File: src/rtl/sc_eval_sequencer_pkg.sv
// Shared types and constants for the stochastic-computing evaluation sequencer.
package sc_pkg;
   localparam int SC_PROB_W = 4;
   localparam int SC_LEN_W  = 8;
   localparam int SC_DP_LAT = 2;

   typedef enum logic [2:0] {
      IDLE,
      LOAD,
      RUN,
      FLUSH,
      DONE
   } sc_state_e;
endpackage

File: src/rtl/sc_eval_sequencer_if.sv
// Job, result and datapath-control bundle between host, sequencer and SC datapath.
interface sc_eval_sequencer_if
   import sc_pkg::*;
#(
   parameter int LEN_W = SC_LEN_W
);
   logic                 cfg_valid;
   logic                 cfg_ready;
   logic [SC_PROB_W-1:0] cfg_p_a;
   logic [SC_PROB_W-1:0] cfg_p_b;
   logic [SC_PROB_W-1:0] cfg_p_sel;
   logic [LEN_W-1:0]     cfg_len;
   logic                 res_valid;
   logic                 res_ready;
   logic [LEN_W:0]       res_count;
   logic                 dp_load;
   logic                 dp_run;
   logic                 dp_bit;
   logic [SC_PROB_W-1:0] dp_p_a;
   logic [SC_PROB_W-1:0] dp_p_b;
   logic [SC_PROB_W-1:0] dp_p_sel;

   // slave: the sequencer; master: host plus datapath environment
   modport slave (
      input  cfg_valid, cfg_p_a, cfg_p_b, cfg_p_sel, cfg_len, res_ready, dp_bit,
      output cfg_ready, res_valid, res_count, dp_load, dp_run, dp_p_a, dp_p_b, dp_p_sel
   );
   modport master (
      output cfg_valid, cfg_p_a, cfg_p_b, cfg_p_sel, cfg_len, res_ready, dp_bit,
      input  cfg_ready, res_valid, res_count, dp_load, dp_run, dp_p_a, dp_p_b, dp_p_sel
   );
endinterface

File: src/rtl/sc_eval_sequencer_window_counter.sv
// Delays dp_run by the datapath latency to form the count window, and counts 1s inside it.
module sc_window_counter #(
   parameter int LEN_W  = 8,
   parameter int DP_LAT = 2
) (
   input  logic           i_clk,
   input  logic           i_rst_n,
   input  logic           i_clr,
   input  logic           i_run,
   input  logic           i_bit,
   output logic [LEN_W:0] o_count
);
   logic [DP_LAT-1:0] r_run_sr;
   logic [LEN_W:0]    r_count;
   logic              w_win;

   assign w_win   = r_run_sr[DP_LAT-1];
   assign o_count = r_count;

   always_ff @(posedge i_clk) begin
      if (i_rst_n || i_clr) begin
         r_run_sr <= '0;
         r_count  <= '0;
      end else begin
         r_run_sr[0] <= i_run;
         for (int i = 1; i < DP_LAT; i++) r_run_sr[i] <= r_run_sr[i-1];
         if (w_win && i_bit) r_count <= r_count + 1'b1;
      end
   end
endmodule

File: src/rtl/sc_eval_sequencer.sv
// Sequences one SC evaluation: accept job, reload seeds, run L cycles, flush, report count.
// Optional SC_SEED_ROTATE_EN: dp_load only on the first job after reset.
module sc_eval_sequencer
   import sc_pkg::*;
#(
   parameter int LEN_W  = SC_LEN_W,
   parameter int DP_LAT = SC_DP_LAT
) (
   input  logic                i_clk,
   input  logic                i_rst_n,
   input  logic                i_abort,
   output logic                o_busy,
   sc_eval_sequencer_if.slave  bus
);
   localparam int FL_W = (DP_LAT > 1) ? $clog2(DP_LAT) : 1;

   sc_state_e            r_state, w_next;
   logic [LEN_W-1:0]     r_len_cnt;
   logic [FL_W-1:0]      r_flush_cnt;
   logic [SC_PROB_W-1:0] r_p_a, r_p_b, r_p_sel;
   logic                 w_accept, w_abort, w_load_en;
   logic [LEN_W:0]       w_count;

   assign w_abort      = i_abort && (r_state != IDLE);
   assign o_busy       = (r_state != IDLE);
   assign bus.dp_p_a   = r_p_a;
   assign bus.dp_p_b   = r_p_b;
   assign bus.dp_p_sel = r_p_sel;
   assign bus.res_count = w_count;

`ifdef SC_SEED_ROTATE_EN
   // LFSRs keep running across jobs once seeded after reset
   logic r_seeded;
   assign w_load_en = ~r_seeded;
   always_ff @(posedge i_clk) begin
      if (i_rst_n)               r_seeded <= 1'b0;
      else if (r_state == LOAD)  r_seeded <= 1'b1;
   end
`else
   assign w_load_en = 1'b1;
`endif

   always_comb begin
      w_next        = r_state;
      w_accept      = 1'b0;
      bus.cfg_ready = 1'b0;
      bus.dp_load   = 1'b0;
      bus.dp_run    = 1'b0;
      bus.res_valid = 1'b0;
      case (r_state)
         IDLE: begin
            bus.cfg_ready = 1'b1;
            if (bus.cfg_valid) begin
               w_accept = 1'b1;
               w_next   = LOAD;
            end
         end
         LOAD: begin
            bus.dp_load = w_load_en;
            w_next      = RUN;
         end
         RUN: begin
            bus.dp_run = 1'b1;
            if (r_len_cnt == '0) w_next = FLUSH;
         end
         FLUSH: if (r_flush_cnt == '0) w_next = DONE;
         DONE: begin
            bus.res_valid = 1'b1;
            if (bus.res_ready) w_next = IDLE;
         end
         default: w_next = IDLE;
      endcase
      // abort wins over a same-cycle res_ready: the result is dropped
      if (w_abort) begin
         w_next        = IDLE;
         bus.dp_run    = 1'b0;
         bus.res_valid = 1'b0;
      end
   end

   always_ff @(posedge i_clk) begin
      if (i_rst_n) begin
         r_state     <= IDLE;
         r_len_cnt   <= '0;
         r_flush_cnt <= '0;
         r_p_a       <= '0;
         r_p_b       <= '0;
         r_p_sel     <= '0;
      end else begin
         r_state <= w_next;
         if (w_accept) begin
            r_len_cnt <= bus.cfg_len;
            r_p_a     <= bus.cfg_p_a;
            r_p_b     <= bus.cfg_p_b;
            r_p_sel   <= bus.cfg_p_sel;
         end else if (r_state == RUN && r_len_cnt != '0) begin
            r_len_cnt <= r_len_cnt - 1'b1;
         end
         if (r_state == RUN)
            r_flush_cnt <= FL_W'(DP_LAT - 1);
         else if (r_state == FLUSH && r_flush_cnt != '0)
            r_flush_cnt <= r_flush_cnt - 1'b1;
      end
   end

   sc_window_counter #(
      .LEN_W  (LEN_W),
      .DP_LAT (DP_LAT)
   ) u_win (
      .i_clk   (i_clk),
      .i_rst_n (i_rst_n),
      .i_clr   (w_accept || w_abort),
      .i_run   (bus.dp_run),
      .i_bit   (bus.dp_bit),
      .o_count (w_count)
   );
endmodule

File: src/flat_wrapper.sv
// flat-port wrapper written by rule: the top's interface ports become plain ports
module sc_eval_sequencer_flat import sc_pkg::*;
#(
   parameter int LEN_W  = SC_LEN_W,
   parameter int DP_LAT = SC_DP_LAT
)
  (i_clk, i_rst_n, i_abort, o_busy, bus_cfg_valid, bus_cfg_p_a, bus_cfg_p_b, bus_cfg_p_sel, bus_cfg_len, bus_res_ready, bus_dp_bit, bus_cfg_ready, bus_res_valid, bus_res_count, bus_dp_load, bus_dp_run, bus_dp_p_a, bus_dp_p_b, bus_dp_p_sel);
  sc_eval_sequencer_if #(.LEN_W(LEN_W)) bus_i ();
  input  logic i_clk;
  input  logic i_rst_n;
  input  logic i_abort;
  output logic o_busy;
  input wire logic [$bits(bus_i.cfg_valid)-1:0] bus_cfg_valid;
  input wire logic [$bits(bus_i.cfg_p_a)-1:0] bus_cfg_p_a;
  input wire logic [$bits(bus_i.cfg_p_b)-1:0] bus_cfg_p_b;
  input wire logic [$bits(bus_i.cfg_p_sel)-1:0] bus_cfg_p_sel;
  input wire logic [$bits(bus_i.cfg_len)-1:0] bus_cfg_len;
  input wire logic [$bits(bus_i.res_ready)-1:0] bus_res_ready;
  input wire logic [$bits(bus_i.dp_bit)-1:0] bus_dp_bit;
  output wire logic [$bits(bus_i.cfg_ready)-1:0] bus_cfg_ready;
  output wire logic [$bits(bus_i.res_valid)-1:0] bus_res_valid;
  output wire logic [$bits(bus_i.res_count)-1:0] bus_res_count;
  output wire logic [$bits(bus_i.dp_load)-1:0] bus_dp_load;
  output wire logic [$bits(bus_i.dp_run)-1:0] bus_dp_run;
  output wire logic [$bits(bus_i.dp_p_a)-1:0] bus_dp_p_a;
  output wire logic [$bits(bus_i.dp_p_b)-1:0] bus_dp_p_b;
  output wire logic [$bits(bus_i.dp_p_sel)-1:0] bus_dp_p_sel;
  assign bus_i.cfg_valid = bus_cfg_valid;
  assign bus_i.cfg_p_a = bus_cfg_p_a;
  assign bus_i.cfg_p_b = bus_cfg_p_b;
  assign bus_i.cfg_p_sel = bus_cfg_p_sel;
  assign bus_i.cfg_len = bus_cfg_len;
  assign bus_i.res_ready = bus_res_ready;
  assign bus_i.dp_bit = bus_dp_bit;
  assign bus_cfg_ready = bus_i.cfg_ready;
  assign bus_res_valid = bus_i.res_valid;
  assign bus_res_count = bus_i.res_count;
  assign bus_dp_load = bus_i.dp_load;
  assign bus_dp_run = bus_i.dp_run;
  assign bus_dp_p_a = bus_i.dp_p_a;
  assign bus_dp_p_b = bus_i.dp_p_b;
  assign bus_dp_p_sel = bus_i.dp_p_sel;
  sc_eval_sequencer #(.LEN_W(LEN_W), .DP_LAT(DP_LAT)) u_core (.i_clk(i_clk), .i_rst_n(i_rst_n), .i_abort(i_abort), .o_busy(o_busy), .bus(bus_i));
endmodule
File: config.mk
export PLATFORM = sky130hd
export DESIGN_NAME = sc_eval_sequencer_flat
export DESIGN_NICKNAME = d
export VERILOG_FILES = /design/src/rtl/sc_eval_sequencer_pkg.sv /design/src/rtl/sc_eval_sequencer_if.sv /design/src/rtl/sc_eval_sequencer_window_counter.sv /design/src/rtl/sc_eval_sequencer.sv /design/src/flat_wrapper.sv
export SDC_FILE = /design/constraint.sdc
export NUM_CORES = 1
export LEC_CHECK = 0
export ABC_AREA = 1
export CAP_MARGIN = 25
export CORE_UTILIZATION = 35
export CTS_BUF_LIST = sky130_fd_sc_hd__clkbuf_2
export CTS_CLUSTER_DIAMETER = 120
export DETAILED_ROUTE_END_ITERATION = 10
export GPL_TIMING_DRIVEN = 1
export SYNTH_ARGS = -nofsm -noshare
export SYNTH_HDL_FRONTEND = slang
export SYNTH_SLANG_ARGS = --single-unit
File: constraint.sdc
create_clock -name i_clk -period 1.45 [get_ports i_clk]
set_input_delay 0.2175 -clock i_clk [delete_from_list [all_inputs] [get_ports i_clk]]
set_output_delay 0.2175 -clock i_clk [all_outputs]
set_load 0.01 [all_outputs]
Yosys cells after proc, flatten, opt, wreduce, memory -nomap -nowiden
Index checks and enable logic that the tools add are counted.
{ "word_totals": {"elab_cells": 50, "input_bits": 26, "register_bits": 35} }
{ "op_classes": {"n_eq_ne": 8, "n_addsub": 3, "muxes": 17, "n_reduce_logical": 14} }
{ "op_table": {"columns": ["cell", "count"], "rows": [
  ["two-way mux 8 bit", 2],
  ["case mux 3 bit (5 select lines)", 1],
  ["two-way mux 3 bit", 4],
  ["two-way mux 1 bit", 10],
  ["adder 9 x 1 -> 9 bit (second input constant)", 1],
  ["logical NOT 8 bit", 1],
  ["nonzero test 8 bit", 1],
  ["subtractor 8 x 1 -> 8 bit (second input constant)", 1],
  ["== test 3 x 2 -> 1 bit (second input constant)", 2],
  ["inequality test 2 bit (second input constant)", 3],
  ["logical AND 1 bit", 4],
  ["AND reduction 4 bit", 1],
  ["nonzero test 2 bit", 2],
  ["== test 3 x 1 -> 1 bit (second input constant)", 1],
  ["== test 3 bit (second input constant)", 1],
  ["logical NOT 3 bit", 1],
  ["nonzero test 3 bit", 1],
  ["logical OR 1 bit", 2],
  ["inequality test 2 x 1 -> 1 bit (second input constant)", 1],
  ["OR reduction 2 bit", 1],
  ["subtractor 1 bit (second input constant)", 1]
]} }

Longest topological paths before layout
Gate-level depths: netlist (run 1).
{ "logic_depth": {"depth_word": 4, "mapped_depth": 10, "depth_no_buf": 10} }

By module
A second synthesis (run 1) with hierarchy kept.
{ "hier_totals": {"hier_cells": 268, "hier_area_um2": 1794.2} }
{ "modules_own_cells": {"columns": ["mod", "cells_each", "area_per_inst_um2", "n_inst", "seq_area_each_um2"], "rows": [
  ["sc_eval_sequencer", 198, 1302.5, 1, 480.5],
  ["sc_window_counter", 70, 491.7, 1, 220.2]
]} }

Worst setup path before layout (run 1)
Ideal clock, no wire load.
{ "synth_path": {"path_kind": "register to register", "startpoint": "register u_core.r_len_cnt[0]", "endpoint": "register u_core.r_len_cnt[1]", "setup_time_ns": 0.116, "setup_slack_ns": 0.187, "stages_incl_launch_ff": 8, "t_arrival_ns": 1.147, "t_required_ns": 1.334, "path_cell_list": "dfxtp_1 -> inv_1 -> ha_1 -> nand3_1 -> o21bai_4 -> nand2_4 -> o21ai_0 -> nor2_1"} }
{ "synth_between": {"elab_chain_cells": 3, "elab_cells_between_ends": 6} }
{ "synth_rtl": {"columns": ["item", "line", "source"], "rows": [
  ["start, declared", "sc_eval_sequencer.sv:18", "logic [LEN_W-1:0] r_len_cnt;"],
  ["start signal, assigned", "sc_eval_sequencer.sv:92", "r_len_cnt <= bus.cfg_len;"],
  ["start signal, assigned", "sc_eval_sequencer.sv:97", "r_len_cnt <= r_len_cnt - 1'b1;"],
  ["subtractor 8 x 1 -> 8 bit or nonzero test 8 bit (tied branches)", "sc_eval_sequencer.sv:97, sc_eval_sequencer.sv:96", null],
  ["two-way mux 8 bit or logical AND 1 bit (tied branches)", "sc_eval_sequencer.sv:96", "end else if (r_state == RUN && r_len_cnt != '0) begin"],
  ["two-way mux 8 bit or nonzero test 2 bit (tied branches)", null, null]
]} }
Parallel ways exist; a longest one is shown, timed or not. The select of a mux whose other input is x is not followed.
A chain may end at the register's enable or synchronous reset.

Worst setup path after layout (run 1)
{ "layout_path": {"startpoint": "register u_core.r_state[1]", "endpoint": "output port bus_res_valid"} }
{ "layout_between": {"elab_chain_cells": 3, "elab_cells_between_ends": 5} }
{ "layout_rtl": {"columns": ["item", "line", "source"], "rows": [
  ["start, declared", "sc_eval_sequencer.sv:17", "sc_state_e r_state, w_next;"],
  ["start signal, assigned", "sc_eval_sequencer.sv:90", "r_state <= w_next;"],
  ["== test 3 bit or nonzero test 3 bit (tied branches)", "sc_eval_sequencer.sv:50, sc_eval_sequencer.sv:24", null],
  ["two-way mux 1 bit or logical AND 1 bit (tied branches)", "sc_eval_sequencer.sv:50, sc_eval_sequencer.sv:24", null],
  ["two-way mux 1 bit (*)", "sc_eval_sequencer.sv:74", "if (w_abort) begin"],
  ["end, declared", "flat_wrapper.sv:21", "output wire logic [$bits(bus_i.res_valid)-1:0] bus_res_valid;"]
]} }
Mark *: on every way between the ends. The rest lies on a longest branch, timed or not.

==> flow_metrics.py, run 1 <==
metrics = {
    "outcome": {
        "violations": "setup timing",
        "status": "complete, but fails checks",
    },
    "clock_network": {
        "cts_hold_buf": 0,
        "tritoncts": "built",
        "cts_max_level": 2,
        "path_clk_slew_ns": 0.19,
        "clock-sinks": 35,
        "cts.path.max_buffers": 2,
        "root_buffer": "clkbuf_2",
        "clock_latency_ns": 0.38,
        "cts_buffers": 5,
    },
    "cells_and_area": {
        "diodes": 0,
        "area_growth_pct": 52.6,
        "layout-drive-gt1-share_pct": 25.8,
        "utilization_pct": 56.2,
        "nFillCells": 504,
        "num-nets-final": 381,
        "final_cells": 420,
        "fin_area_um2": 2690,
    },
    "yosys": {
        "synth_mux_area_share_pct": 0,
        "synth_cell_types": 23,
        "netlist_area_um2": 1760,
        "synth.most_common_cell": "nor2_1",
        "yosys.area_share.simple_pct": 36.9,
        "yosysWarnings": 0,
        "ys_ff_latch": 35,
        "synth_fp_nets": 293,
        "synth-main-ff-cell": "dfxtp_1",
        "yosysTopAreaCell": "dfxtp_1",
        "ys_seq_area_share_pct": 39.8,
        "synth_compound_area_share_pct": 11.7,
        "synth-edff-count": 0,
        "netlist_top_cells_area": "dfxtp_1 40%, nor2_1 13%, nand2_1 12%",
        "synth_top_family_by_area": "simple AND/OR/NAND/NOR gates",
        "synth_xor_area_share_pct": 0.497,
        "ys_async_sr_fraction_pct": 0,
        "synth_adder_area_share_pct": 2.13,
        "avgSynthCellArea_um2": 6.67,
        "netlist_top_cells_count": "60 x nor2_1, 55 x nand2_1, 35 x dfxtp_1",
        "yosysTopAreaCellShare_pct": 39.8,
        "synth_cells": 264,
    },
    "hold_path": {
        "hold_path_depth": 3,
        "holdCritStartpoint": "bus_cfg_p_sel[0]",
        "hp-class": "in -> reg",
        "worst_hold_path.endpoint": "u_core.bus.dp_p_sel[0]$_SDFFE_PP0P_",
    },
    "route": {
        "avgViaCountPerCell": 4.56,
        "drt-total-wl_mm": 4.35,
        "num_vias": 1914,
        "drc": 0,
        "firstDrtPassIters": 4,
        "antenna_left": 0,
        "wl_per_cell_um": 10.4,
        "initialDrtViolationCount": 57,
    },
    "global_routing": {
        "grt_max_degree": 20,
        "grt_pass1_vias": 1605,
        "grt_antenna_before_repair": 0,
        "gr-total-overflow": 0,
        "track_usage_pct": 17.0,
        "grt_pass1_wl_mm": 7.02,
    },
    "floorplan": {
        "pin_count": 52,
        "num_rows": 25,
        "fp.dieH_um": 72.9,
        "dieWidth_um": 72.9,
        "initial_core_util_pct": 36.8,
        "core_um2": 4790,
        "dieArea_um2": 5320,
    },
    "sta": {
        "finalHoldViolations": 0,
        "maxSlewHeadroom_pct": 80.8,
        "timing.final.crit_period_ns": 1.45,
        "setup_viol": 1,
        "fin_ws_ns": -0.00483,
        "final.setup_skew_ns": 0.0107,
        "max_freq_mhz": 687,
        "fin_crit_sh_pct": 100,
        "rsz0062_at_grt": "yes",
        "drv_slew": 0,
        "timing.hold.ws_ns": 0.386,
        "worst_slew_pin_slew_ns": 0.286,
    },
    "place": {
        "hpwl_mm": 3.04,
        "dp.cells": 398,
        "routabilityCongestion": 0.764,
        "placed_area_um2": 2490,
        "io_buffers": 51,
    },
    "setup_path": {
        "regToRegSetupSlack_ns": 0.07,
        "critPathRequiredTime_ns": 1.23,
        "worstReg2RegStart": "u_core.r_state[0]$_SDFFE_PP0P_",
        "crit_fanout": 5,
        "reg2reg_to": "u_core.r_len_cnt[7]$_SDFFE_PP0P_",
        "cp_data_arrival_time_ns": 1.24,
        "ff2ff_path_depth": 8,
        "crit_path_start_kind": "flip-flop",
        "setup.worst_path.end_class": "output port",
        "critPathKind": "reg -> out",
    },
    "job": {
        "cap_violations": 0,
    },
    "power_and_ir_drop": {
        "ir_drop_mv": 0.784,
        "p_leak_uw": 0.00132,
        "power_density_nw_per_um2": 1720,
    },
}
-- metrics by stage --
stage | setup slack [ns] | power, µW | TNS, ns
global route | -0.0782 | 5050 | -0.251
CTS | -0.0323 | 4430 | -0.0323
detailed placement | -0.189 | 3980 | -0.394
floorplan | 0.187 | 2940 | 0
finish | -0.00483 | 4620 | -0.00483
global placement | -0.156 | 3950 | -0.268
-- critical path, cell delays in order (launching register included) --
cell and delay, ns:
dfxtp_4 0.40, buf_6 0.12, nor4_2 0.18, buf_2 0.16
-- timing repair --
item / CTS / global route
pin swaps: 3 / 4
endpoints found under the hold margin: 0 / 0
setup endpoints to repair: 27 / 15
gates resized for setup: 63 / 22
buffers inserted: 11 / 2
gates cloned: 0 / 1
-- cells by family (layout without fill, tap and decap cells) --
kind of cell               after synthesis  after routing
xor gates and xnor gates                 1              1
buffers and inverters                   39            127
adders and majority gates                3              3
DFF                                     35             35
and+or+nand+nor                        148            149
AOI/OAI and AO/OA                       38             38
-- worst max path at each step --
stage                                           from                                to  slack [ns]  cells after the start
floorplan           u_core.r_len_cnt[0]$_SDFFE_PP0P_  u_core.r_len_cnt[1]$_SDFFE_PP0P_        0.19                      7
global placement                             i_abort                     bus_res_valid       -0.16                      3
detailed placement                           i_abort                     bus_res_valid       -0.19                      3
CTS                   u_core.r_state[1]$_SDFFE_PP0P_                     bus_res_valid       -0.03                      3
global route          u_core.r_state[1]$_SDFFE_PP0P_                     bus_res_valid       -0.08                      3
finish                u_core.r_state[1]$_SDFFE_PP0P_                     bus_res_valid      -0.005                      3
-- registers in the layout, indices dropped and copies added (netlist names) --
| signal | cells |
|---|---|
| u_core.bus.dp_p_sel | 4 |
| u_core.r_state | 3 |
| u_core.r_flush_cnt | 1 |
| u_core.bus.dp_p_a | 4 |
| u_core.r_len_cnt | 8 |
| u_core.u_win.r_run_sr | 2 |
| u_core.u_win.o_count | 9 |
| u_core.bus.dp_p_b | 4 |
-- layout make-up --
type,count,area [µm²],area share (%)
flip-flops and latches,35,736,27.4
well taps,67,83.8,3.12
clock inverters,2,12.5,0.465
inverters,34,133,4.93
repair buffers,85,741,27.5
clock buffers,6,30.0,1.12
multi-input cells,191,953,35.5
-- report_power, final --
part	total [µW]	leakage (µW)	switching [µW]	internal [µW]
clock	472	0.0000290	349	123
combinational	2700	0.000991	1500	1200
sequential	1450	0.000297	195	1250
total	4620	0.00132	2040	2580
-- layout by cell type (no fill, tap or decap), types with 2 or more instances in the layout --
| master | Yosys | layout |
|---|---|---|
| nor2_4 | 3 | 3 |
| inv_2 | 4 | 5 |
| buf_6 | 1 | 3 |
| a21oi_1 | 8 | 7 |
| ha_1 | 3 | 2 |
| nor2_1 | 60 | 59 |
| clkdlybuf4s50_1 | 0 | 25 |
| dfxtp_1 | 35 | 13 |
| dlygate4sd2_1 | 0 | 21 |
| nand3_1 | 16 | 15 |
| inv_1 | 30 | 27 |
| buf_2 | 1 | 3 |
| nand2_4 | 3 | 4 |
| dfxtp_2 | 0 | 19 |
| dfxtp_4 | 0 | 3 |
| nor3_1 | 4 | 4 |
| nand2_1 | 55 | 54 |
| o21ai_1 | 3 | 6 |
| o21ai_0 | 25 | 22 |
| nand4_1 | 5 | 5 |
| clkbuf_2 | 0 | 7 |
| inv_4 | 0 | 2 |
| buf_4 | 1 | 31 |
-- per-layer routing --
layer	GRT usage [%]	part of all wire (%)
met1	21.9	50
met2	27.5	44
met3	5.39	5.5
met4	4.58	0.80
met5	0	0
Note: power is estimated with default switching activity, not from simulation.
==> inputs of run 2 (changes only) <==
--- a/config.mk
+++ b/config.mk
@@ -7,11 +7,13 @@
 export LEC_CHECK = 0
 export ABC_AREA = 1
 export CAP_MARGIN = 25
+export CORE_MARGIN = 3
 export CORE_UTILIZATION = 35
 export CTS_BUF_LIST = sky130_fd_sc_hd__clkbuf_2
 export CTS_CLUSTER_DIAMETER = 120
 export DETAILED_ROUTE_END_ITERATION = 10
 export GPL_TIMING_DRIVEN = 1
+export SETUP_SLACK_MARGIN = 0.1
 export SYNTH_ARGS = -nofsm -noshare
 export SYNTH_HDL_FRONTEND = slang
 export SYNTH_SLANG_ARGS = --single-unit
==> flow_metrics.py, run 2 (synthesized netlist as in run 1, its figures left out) <==
metrics = {
    "outcome": {
        "status": "complete, but fails checks",
        "violations": "setup timing",
    },
    "cells_and_area": {
        "layout-drive-gt1-share_pct": 35.6,
        "diodes": 0,
        "area_growth_pct": 69.2,
        "largest_reg_flops": 9,
        "layout_commonest_cell": "nor2_1",
        "num-nets-final": 392,
        "final_cells": 429,
        "layout_common_cells": "56 x nor2_1, 41 x nand2_1, 26 x inv_1, 26 x buf_4, 25 x clkdlybuf4s50_1",
        "fin_area_um2": 2980,
        "multiInputGateArea_um2": 1100,
        "regArea_um2": 729,
        "nFillCells": 446,
    },
    "hold_path": {
        "hp-class": "in -> reg",
        "hold_path_depth": 3,
        "worst_hold_path.endpoint": "u_core.bus.dp_p_a[2]$_SDFFE_PP0P_",
        "holdCritStartpoint": "bus_cfg_p_a[2]",
    },
    "sta": {
        "final.setup_skew_ns": 0.0155,
        "max_freq_mhz": 677,
        "setup_viol": 4,
        "timing.final.crit_period_ns": 1.48,
        "finalHoldViolations": 0,
        "drv_slew": 0,
        "worst_slew_pin_slew_ns": 0.271,
        "rsz0062_at_grt": "yes",
        "maxSlewHeadroom_pct": 81.9,
        "fin_crit_sh_pct": 102,
        "fin_ws_ns": -0.0262,
        "timing.hold.ws_ns": 0.401,
    },
    "floorplan": {
        "core_um2": 4790,
        "initial_core_util_pct": 36.8,
        "dieWidth_um": 76.9,
        "dieArea_um2": 5920,
        "fp.dieH_um": 76.9,
        "num_rows": 25,
        "pin_count": 52,
    },
    "clock_network": {
        "tritoncts": "built",
        "clock-sinks": 35,
        "cts_max_level": 2,
        "path_clk_slew_ns": 0.18,
        "cts.path.max_buffers": 2,
        "clock_latency_ns": 0.37,
        "cts_hold_buf": 0,
        "cts_buffers": 5,
        "root_buffer": "clkbuf_2",
    },
    "route": {
        "drc": 0,
        "firstDrtPassIters": 5,
        "drt-total-wl_mm": 4.91,
        "initialDrtViolationCount": 70,
        "wl_per_cell_um": 11.4,
        "antenna_left": 0,
        "avgViaCountPerCell": 4.59,
        "num_vias": 1968,
    },
    "setup_path": {
        "critPathKind": "reg -> out",
        "worstReg2RegStart": "u_core.r_state[0]$_SDFFE_PP0P_",
        "cp_data_arrival_time_ns": 1.26,
        "ff2ff_path_depth": 10,
        "crit_fanout": 3,
        "crit_path_start_kind": "flip-flop",
        "reg2reg_to": "u_core.r_len_cnt[2]$_SDFFE_PP0P_",
        "setup.worst_path.end_class": "output port",
        "regToRegSetupSlack_ns": -0.02,
        "critPathRequiredTime_ns": 1.23,
    },
    "place": {
        "placed_area_um2": 2490,
        "routabilityCongestion": 0.770,
        "io_buffers": 51,
        "hpwl_mm": 3.05,
        "dp.cells": 398,
    },
    "global_routing": {
        "grt_antenna_before_repair": 0,
        "grt_pass1_vias": 1799,
        "gr-total-overflow": 0,
        "track_usage_pct": 16.5,
        "grt_max_degree": 20,
        "grt_pass1_wl_mm": 8.05,
    },
    "power_and_ir_drop": {
        "p_comb_share_pct": 65.9,
        "seqPwrFrac_pct": 26.4,
        "p_leak_uw": 0.00144,
        "sw_frac_of_total_pct": 44.0,
        "intPower_uw": 3080,
        "power_density_nw_per_um2": 1850,
        "ir_drop_mv": 1.04,
        "p_sw_uw": 2420,
        "pwr-share-clk_pct": 7.7,
        "finalPower_uw": 5510,
    },
    "job": {
        "cap_violations": 0,
    },
}
==> run 2: cell count changes in the layout (fill, tap and decap cells not counted), sizes merged <==
cell and change:
buf +12, clkinvlp -1, clkbuf -1, clkinv -1
==> run 2: through the flow <==
step / worst slack [ns] / util, % / setup TNS (ns)
after global placement: -0.169 / 52.1 / -0.251
after detailed placement: -0.161 / 52.1 / -0.284
after floorplan: 0.187 / - / 0
final: -0.0262 / 62.3 / -0.0713
after global routing: -0.153 / 62.3 / -2.17
after CTS: -0.0630 / 59.5 / -0.239
==> run 2: routing by layer <==
layer,GRT usage (%),vias to the layer above,share of wire [%]
met5,0,-,0
met2,26.3,53,47
met4,4.89,0,0.65
li1,-,1036,-
met1,21.7,875,47
met3,4.58,4,5.2
==> run 2: area by class of cell <==
cell class	count	area share (%)
inverters	34	4.62
repair buffers	96	30.3
multi-input cells	191	36.8
well taps	67	2.81
clock buffers	6	1.01
flip-flops and latches	35	24.5
==> run 2: timing repair <==
| item | CTS | global route |
|---|---|---|
| pin swaps | 31 | 18 |
| gates resized for setup | 123 | 34 |
| gates cloned | 3 | 0 |
| buffers inserted | 18 | 6 |
| setup endpoints to repair | 49 | 40 |
| endpoints found under the hold margin | 0 | 0 |
==> run 2: worst max-delay path, stage by stage, from the launching register on <==
cell and delay (ns):
dfxtp_4 0.38, buf_6 0.12, nor4_4 0.24, buf_2 0.16
==> run 2: power groups by stage <==
stage	registers, µW	logic (µW)	clock network [µW]
floorplan	1450	1490	0
global placement	1420	2530	0
detailed placement	1420	2550	0
CTS	1440	3270	450
global route	1480	3970	494
finish	1450	3630	424
==> run 2: worst max path at each step <==
stage	endpoint	from	depth (start not counted)	slack, ns
after floorplan	u_core.r_len_cnt[1]$_SDFFE_PP0P_	u_core.r_len_cnt[0]$_SDFFE_PP0P_	7	0.19
after global placement	bus_res_valid	i_abort	3	-0.17
after detailed placement	bus_res_valid	i_abort	3	-0.16
after CTS	bus_res_valid	u_core.r_state[1]$_SDFFE_PP0P_	3	-0.06
after global routing	u_core.r_len_cnt[0]$_SDFFE_PP0P_	u_core.r_state[0]$_SDFFE_PP0P_	9	-0.15
final	bus_res_valid	u_core.r_state[1]$_SDFFE_PP0P_	3	-0.03
